$ cat src/rtl/led_trace_pkg.sv
// Shared types for the LED trace capture block: capture modes and FSM states.
// Latency: n/a (types and a pure decode function only).
// Backpressure: n/a.
// Contents: mode_e, state_e, decode_mode().
package led_trace_pkg;

  typedef enum logic [1:0] {
    FIRST = 2'd0,
    ROLL  = 2'd1,
    TRIG  = 2'd2
  } mode_e;

  typedef enum logic [1:0] {
    ARMED   = 2'd0,
    CAPTURE = 2'd1,
    DONE    = 2'd2
  } state_e;

  // Raw mode input to capture mode; the reserved encoding falls back to FIRST.
  function automatic mode_e decode_mode(input logic [1:0] m);
    case (m)
      2'd1:    return ROLL;
      2'd2:    return TRIG;
      default: return FIRST;
    endcase
  endfunction

endpackage

$ cat src/rtl/trace_buffer.sv
// Trace storage: DEPTH x DATA_W register file, one write port, one async read port.
// Latency: write lands on the clock edge; read is combinational from the address.
// Backpressure: none, a write is accepted every cycle we is high.
// Ports: clk; we/waddr/wdata write port; raddr/rdata read port. Storage has no reset.
module trace_buffer #(
  parameter int DATA_W = 32,
  parameter int DEPTH  = 8,
  parameter int AW     = $clog2(DEPTH)
) (
  input  logic              clk,
  input  logic              we,
  input  logic [AW-1:0]     waddr,
  input  logic [DATA_W-1:0] wdata,
  input  logic [AW-1:0]     raddr,
  output logic [DATA_W-1:0] rdata
);

  logic [DATA_W-1:0] mem_q [DEPTH];
  logic [DATA_W-1:0] mem_d [DEPTH];

  always_comb begin
    mem_d = mem_q;
    if (we) begin
      mem_d[waddr] = wdata;
    end
  end

  always_ff @(posedge clk) begin
    mem_q <= mem_d;
  end

  assign rdata = mem_q[raddr];

endmodule

$ cat src/rtl/led_trace_capture.sv
// Passive L1I->core fetch tracer: records up to DEPTH fetched words (first-N,
// rolling last-N or trigger-on-value) and shows one selected entry on the LEDs.
// Latency: count/armed/done update on the capturing edge; LED one edge after that.
// Backpressure: none, observes ready_L1I_C & read_C_L1I and never stalls it.
// Ports: clk/rstn; ready_L1I_C/read_C_L1I/read_data_L1I_C observed bus;
//   mode/trig_value/rearm control; view_idx/view_hi display select;
//   LED, count, armed, done status outputs (all registered).
module led_trace_capture #(
  parameter int DATA_W = 32,
  parameter int LED_W  = 16,
  parameter int DEPTH  = 8
) (
  input  logic                       clk,
  input  logic                       rstn,
  input  logic                       ready_L1I_C,
  input  logic                       read_C_L1I,
  input  logic [DATA_W-1:0]          read_data_L1I_C,
  input  logic [1:0]                 mode,
  input  logic [DATA_W-1:0]          trig_value,
  input  logic                       rearm,
  input  logic [$clog2(DEPTH)-1:0]   view_idx,
  input  logic                       view_hi,
  output logic [LED_W-1:0]           LED,
  output logic [$clog2(DEPTH):0]     count,
  output logic                       armed,
  output logic                       done
);
  import led_trace_pkg::*;

  localparam int AW = $clog2(DEPTH);
  localparam int CW = AW + 1;
  localparam logic [CW-1:0] FULL = CW'(DEPTH);

  state_e            state_q, state_d;
  mode_e             mode_q, mode_d;
  mode_e             start_mode;
  logic [AW-1:0]     wr_ptr_q, wr_ptr_d;
  logic [CW-1:0]     count_q, count_d;
  logic [LED_W-1:0]  led_q, led_d;
  logic              capture_ev;
  logic              buf_we;
  logic [AW-1:0]     oldest;
  logic [AW-1:0]     rd_idx;
  logic [DATA_W-1:0] rd_data;

  assign capture_ev = ready_L1I_C & read_C_L1I;
  assign start_mode = decode_mode(mode);

  always_comb begin
    state_d  = state_q;
    mode_d   = mode_q;
    wr_ptr_d = wr_ptr_q;
    count_d  = count_q;
    buf_we   = 1'b0;
    if (rearm) begin
      // rearm beats a coincident capture event, which is simply dropped
      state_d  = ARMED;
      wr_ptr_d = '0;
      count_d  = '0;
    end else begin
      case (state_q)
        ARMED: begin
          // wr_ptr is always 0 here, so this write lands in entry 0
          if (capture_ev && (start_mode != TRIG || read_data_L1I_C == trig_value)) begin
            buf_we   = 1'b1;
            wr_ptr_d = wr_ptr_q + 1'b1;
            count_d  = count_q + 1'b1;
            mode_d   = start_mode;
            state_d  = CAPTURE;
          end
        end
        CAPTURE: begin
          if (capture_ev) begin
            buf_we   = 1'b1;
            wr_ptr_d = wr_ptr_q + 1'b1;
            if (count_q != FULL) begin
              count_d = count_q + 1'b1;
            end
            if (mode_q != ROLL && count_q == FULL - 1'b1) begin
              state_d = DONE;
            end
          end
        end
        default: ;
      endcase
    end
  end

  // Once a rolling trace has wrapped, the write pointer marks the oldest entry.
  assign oldest = (mode_q == ROLL && count_q == FULL) ? wr_ptr_q : '0;
  assign rd_idx = oldest + view_idx;

  always_comb begin
    led_d = '0;
    if ({1'b0, view_idx} < count_q) begin
      led_d = view_hi ? rd_data[DATA_W-1 -: LED_W] : rd_data[LED_W-1:0];
    end
  end

  trace_buffer #(
    .DATA_W (DATA_W),
    .DEPTH  (DEPTH),
    .AW     (AW)
  ) u_trace_buffer (
    .clk   (clk),
    .we    (buf_we),
    .waddr (wr_ptr_q),
    .wdata (read_data_L1I_C),
    .raddr (rd_idx),
    .rdata (rd_data)
  );

  always_ff @(posedge clk or negedge rstn) begin
    if (!rstn) begin
      state_q  <= ARMED;
      mode_q   <= FIRST;
      wr_ptr_q <= '0;
      count_q  <= '0;
      led_q    <= '0;
    end else begin
      state_q  <= state_d;
      mode_q   <= mode_d;
      wr_ptr_q <= wr_ptr_d;
      count_q  <= count_d;
      led_q    <= led_d;
    end
  end

  assign LED   = led_q;
  assign count = count_q;
  assign armed = (state_q == ARMED);
  assign done  = (state_q == DONE);

endmodule

$ cat config.mk
export PLATFORM = sky130hd
export DESIGN_NAME = led_trace_capture
export DESIGN_NICKNAME = d
export VERILOG_FILES = /design/src/rtl/led_trace_pkg.sv /design/src/rtl/trace_buffer.sv /design/src/rtl/led_trace_capture.sv
export SDC_FILE = /design/constraint.sdc
export NUM_CORES = 1
export LEC_CHECK = 0
export CAP_MARGIN = 5
export CORE_MARGIN = 2
export CORE_UTILIZATION = 34
export CTS_CLUSTER_SIZE = 24
export DETAILED_ROUTE_END_ITERATION = 6
export PLACE_DENSITY_LB_ADDON = 0.1
export SYNTH_ARGS = -nofsm -noshare
export SYNTH_HDL_FRONTEND = slang
export SYNTH_SLANG_ARGS = --single-unit
export TNS_END_PERCENT = 1
$ cat constraint.sdc
create_clock -name clk -period 10.6 [get_ports clk]
set_input_delay 2.12 -clock clk [delete_from_list [all_inputs] [get_ports clk]]
set_output_delay 2.12 -clock clk [all_outputs]
set_load 0.1 [all_outputs]
* Word level (Yosys, flattened, before mapping)
Cells that the tools add are included.
** Cells by class
- $add $sub $neg :: 3
- Magnitude comparators :: 4
- Equal/unequal tests :: 15
- Multiplexer cells :: 28
- Bitwise operators :: 4
- Reductions and logical operators :: 11
** Operator list (count)
- bitwise mux 256 bit :: 1
- binary-select mux 32 bit (select 3 bit) :: 1
- demux 32 bit (select 3 bit) :: 1
- 2-to-1 mux 32 bit :: 3
- == test 32 bit :: 1
- 2-to-1 mux 16 bit :: 2
- 2-to-1 mux 4 bit :: 4
- 2-to-1 mux 3 bit :: 4
- != test 3 bit, second input constant :: 3
- greater-or-equal comparator 4 bit, second input constant :: 2
- 2-to-1 mux 2 bit :: 4
- NOT 3 -> 4 bit :: 2
- case mux 2 bit (2 select lines) :: 2
- case mux 4 bit (2 select lines) :: 1
- AND reduction 4 bit :: 2
- == test 2 x 1 -> 1 bit, second input constant :: 3
- case mux 3 bit (2 select lines) :: 1
- AND reduction 3 bit :: 2
- adder 4 x 1 -> 4 bit, second input constant :: 1
- == test 2 bit, second input constant :: 2
- == test 4 x 3 -> 1 bit, second input constant :: 1
- == test 4 bit, second input constant :: 1
- logical AND 1 bit :: 4
- < comparator 3 x 4 -> 1 bit :: 1
- 14 further kinds :: 16
** Word-level totals
- Register bits after elaboration :: 283
- Input bits :: 75
- Output and inout port bits :: 22
- Word-level logic and storage cells :: 78

* Logic depth before layout (Yosys ltp)
- Depth after elaboration :: 10
- Gate-level depth with buffers :: 16
- Mapped depth without buffers :: 13

* By module
Synthesis repeated with hierarchy kept, for this count alone.
** Second synthesis, totals
- Cells, all modules :: 559
- Area, all modules :: 11599.9 um2
** By module, submodules not included
- trace_buffer :: times used 1, cells an instance 383, area each 9819.4 um2, sequential area each 7687.4 um2
- led_trace_capture :: times used 1, cells an instance 176, area each 1780.5 um2, sequential area each 675.6 um2

* Least setup slack after synthesis
Ideal clock, no wire load.
- Path kind :: input-to-reg
- From :: input port trig_value[11]
- To :: register u_trace_buffer.mem_q[32] (netlist name) (enable)
- Setup time :: 0.513 ns
- Arrival :: 6.582 ns
- Data required time :: 10.087 ns
- Slack :: 3.504 ns
- Stages on the path :: 7
- Buffers on the path :: 1
- Cell sequence :: xnor2_1 -> nand4_1 -> nor4_1 -> a211oi_2 -> nand2b_1 -> buf_1 -> nor4b_1
** On the way
- Cells in the longest elaborated chain, start to end :: 6
** RTL lines
- from (decl) :: line led_trace_capture.sv:19 : input logic [DATA_W-1:0] trig_value,
- == test 32 bit :: line led_trace_capture.sv:64 : if (capture_ev && (start_mode != TRIG || read_data_L1I_C == trig_value)) begin
- logical OR 1 bit :: line led_trace_capture.sv:64
- logical AND 1 bit :: line led_trace_capture.sv:64
- 2-to-1 mux 1 bit :: line led_trace_capture.sv:64
- case mux 1 bit (2 select lines) :: line led_trace_capture.sv:61 : case (state_q)
- 2-to-1 mux 1 bit :: line led_trace_capture.sv:55 : if (rearm) begin
- to (signal assigned) :: line trace_buffer.sv:29 : mem_q <= mem_d;
- to (decl) :: line trace_buffer.sv:18 : logic [DATA_W-1:0] mem_q [DEPTH];
No other way between the ends.
A chain may end at the register's enable or synchronous reset.

* Worst setup path after layout
- From :: input port read_data_L1I_C[22]
- To :: register u_trace_buffer.mem_q[233] (netlist name) (enable)
** On the way
- Cells in the longest elaborated chain, start to end :: 6
** RTL lines
- from (decl) :: line led_trace_capture.sv:17 : input logic [DATA_W-1:0] read_data_L1I_C,
- == test 32 bit :: line led_trace_capture.sv:64
- logical OR 1 bit :: line led_trace_capture.sv:64
- logical AND 1 bit :: line led_trace_capture.sv:64
- 2-to-1 mux 1 bit :: line led_trace_capture.sv:64
- case mux 1 bit (2 select lines) :: line led_trace_capture.sv:61
- 2-to-1 mux 1 bit :: line led_trace_capture.sv:55
No other way between the ends.

==> impl_metrics.ini <==
[status]
status = finished clean

[timing]
tns_ps = 0
max_freq_mhz = 171
setup_viol = 0
slew_headroom_pct = 24.5
min_period_ps = 5830
grt_setup_unrepaired = no
post-route-period-util_pct = 55.0
fin_worst_skew_ps = 16.8
worst_pin_slew_ps = 1130
final-max-slew-violation-count = 0
hold_viol_final = 0

[setup_path]
crit_fanout = 24
startpoint_type = primary input
endpoint_kind = flop
worstPathRequired_ps = 10810
crit_type = in2reg
arrival_ps = 6040

[cts]
cts-root-buf = clkbuf_16
cts_hold_buffers = 0
clock_latency_ps = 560
cts_sinks = 283
cts_tree = yes
h-tree-depth = 1
cts_buffer_depth = 3
clk_pin_slew_ps = 60
cts_resized = 0
cts_buffers = 31
postCtsSetupBuffers = 0

[synthesis]
syn_nets = 763
avgSynthCellArea_um2 = 16.8
async_flop_share_pct = 9.54
ys_ff_latch = 283
synthesis.area_um2 = 11400
synthDistinctLibCells = 42
postSynthCellCount = 681
ys_seq_area_share_pct = 73.2
synth.top_cell.area_share_pct = 67.3
synth_edf_count = 256
synth.area.top_cells = edfxtp_1 67%, mux4_2 6.9%, dfrtp_1 5.9%
yosysTopAreaCell = edfxtp_1
synth_ff_type = edfxtp_1
ys_warn_count = 0

[layout]
nets = 873
fin_util_pct = 41.9
synthToLayoutAreaGrowth_pct = 22.2
final_area_um2 = 14000
antenna_cells = 0
drive_gt1_share_pct = 13.8

[placement]
dp_hpwl_um = 17500
port_buffers = 96
dpl_cell_area_um2 = 13000
gp_congestion = 0.749

[worst_hold_path]
hp-class = reg2reg

[global_route]
first_global_vias = 6595
gr-usage-all-layers_pct = 16.8
grt_first_pass_wirelength_um = 43400
grt_overflow = 0
met1_usage_pct = 23.4
grt_max_degree = 77
antenna_found_initial = 2
use_met2_pct = 27.7
top_usage_layer = met2
met3_usage_pct = 2.08

[die]
ioPinCount = 97
die_y_um = 187
dieArea_um2 = 35100
core_um2 = 33300
num_rows = 67
fp.dieW_um = 187
initial_utilization_pct = 34.3

[job]
cap_violations = 0

[power_and_ir_drop]
vdd_drop_max_mv = 0.119
power_mw = 2.50
p_leak_nw = 4.62
powerDensity_nw_per_um2 = 179

[drt]
wl_per_cell_um = 23.2
viasPerCell = 5.06
routed_wl_um = 29300
drcViolationCount = 0
drtIter0Drc = 414
drtPass1Iterations = 5
vias = 6394
ant_nets = 0
-- sequential cells by signal, indices dropped and copies added, names as in the netlist --
signal                flops
wr_ptr_q                  3
LED                      16
u_trace_buffer.mem_q    256
state_q                   2
mode_q                    2
count                     4
-- layout by cell type, fill, tap and decap left out, types with 4 or more instances in the layout --
cell type / Yosys / layout
nand3_1: 17 / 17
clkinv_2: 0 / 4
nor2_1: 13 / 9
nand2b_1: 8 / 8
nor2b_1: 5 / 5
nand3b_1: 15 / 15
nand2_1: 97 / 97
a31oi_1: 16 / 16
bufinv_16: 0 / 4
clkbuf_1: 16 / 10
buf_4: 2 / 14
mux4_2: 35 / 35
clkdlybuf4s50_1: 0 / 96
a22oi_1: 15 / 15
clkinv_1: 0 / 6
xnor2_1: 32 / 32
edfxtp_1: 256 / 256
and4_1: 16 / 16
dfrtp_1: 27 / 27
a21oi_1: 6 / 6
nand4_1: 9 / 9
mux2i_1: 33 / 33
inv_1: 9 / 9
clkbuf_16: 0 / 31
ha_1: 6 / 5
-- synth_stat cells (2+ instances only) --
cell,instances
nor3_1,2
inv_1,9
clkbuf_1,16
nand2b_1,8
dfrtp_1,27
nand2_1,97
a21oi_1,6
or4_1,2
edfxtp_1,256
nand3_1,17
nor3b_1,2
o31ai_1,2
nor2b_1,5
nor2_1,13
and3_1,3
and4_1,16
nor4_1,6
nand4_1,9
buf_2,12
a31oi_1,16
buf_4,2
mux2i_1,33
a22oi_1,15
mux4_2,35
nand3b_1,15
buf_1,2
nor4b_1,2
xnor2_1,32
mux2_2,3
ha_1,6
-- routing by layer --
| metal | up-vias | share of wire, % |
|---|---|---|
| met2 | 161 | 48 |
| met3 | 53 | 3.6 |
| met5 | - | 0 |
| met4 | 0 | 2.7 |
| met1 | 3317 | 45 |
| li1 | 2863 | - |
-- critical path: stages --
cell             delay (ps)
clkdlybuf4s50_1         650
xnor2_1                 410
nand4_1                 200
nor4_1                  630
a211oi_2                330
nand2b_1                400
nor3b_2                 780
buf_4                   500
-- layout make-up --
class,count,area (µm²)
clock buffer,41,813
clock inverter,17,186
fill,3012,19300
inverter,9,33.8
multi-input combinational,356,2940
sequential,283,8360
tap,448,561
timing repair buffer,110,1070
-- path summary, 6_finish.rpt --
| kind | end | slack, ps | cells after the start | from |
|---|---|---|---|---|
| worst max-delay path | u_trace_buffer.mem_q[233]$_DFFE_PP_ | 4770 | 8 | read_data_L1I_C[22] |
| worst min-delay path | mode_q[0]$_DFFE_PN0P_ | 530 | 1 | mode_q[0]$_DFFE_PN0P_ |
| worst max register to register | LED[14]$_DFF_PN0_ | 6570 | 13 | count[0]$_DFFE_PN0P_ |
| worst min register to register | mode_q[0]$_DFFE_PN0P_ | 530 | 1 | mode_q[0]$_DFFE_PN0P_ |
| max in group asynchronous | LED[10]$_DFF_PN0_ | 8300 | 2 | rstn |
| min in group asynchronous | count[0]$_DFFE_PN0P_ | 1970 | 2 | rstn |
-- logic make-up after synthesis --
group | Yosys count | share of synthesized area [%]
adders and majority gates | 7 | 0.833
buffers and inverters | 42 | 1.64
and+or+nand+nor | 202 | 9.15
muxes | 71 | 10.1
DFF | 283 | 73.2
xor gates and xnor gates | 33 | 2.53
AOI/OAI and AO/OA | 43 | 2.54
-- power breakdown --
part	internal (mW)	total, mW	switching [mW]
Clock	0.634	1.06	0.425
Sequential	1.23	1.24	0.00562
Combinational	0.0761	0.208	0.132
-- per-stage QoR --
step,worst slack (ps),instances,hold WS (ps)
final,4770,1264,531
after global routing,4550,1264,566
after CTS,4680,1264,530
after detailed placement,4120,1206,517
after global placement,4310,1206,514
after floorplan,3500,681,496
(Power assumes the default switching activity.)
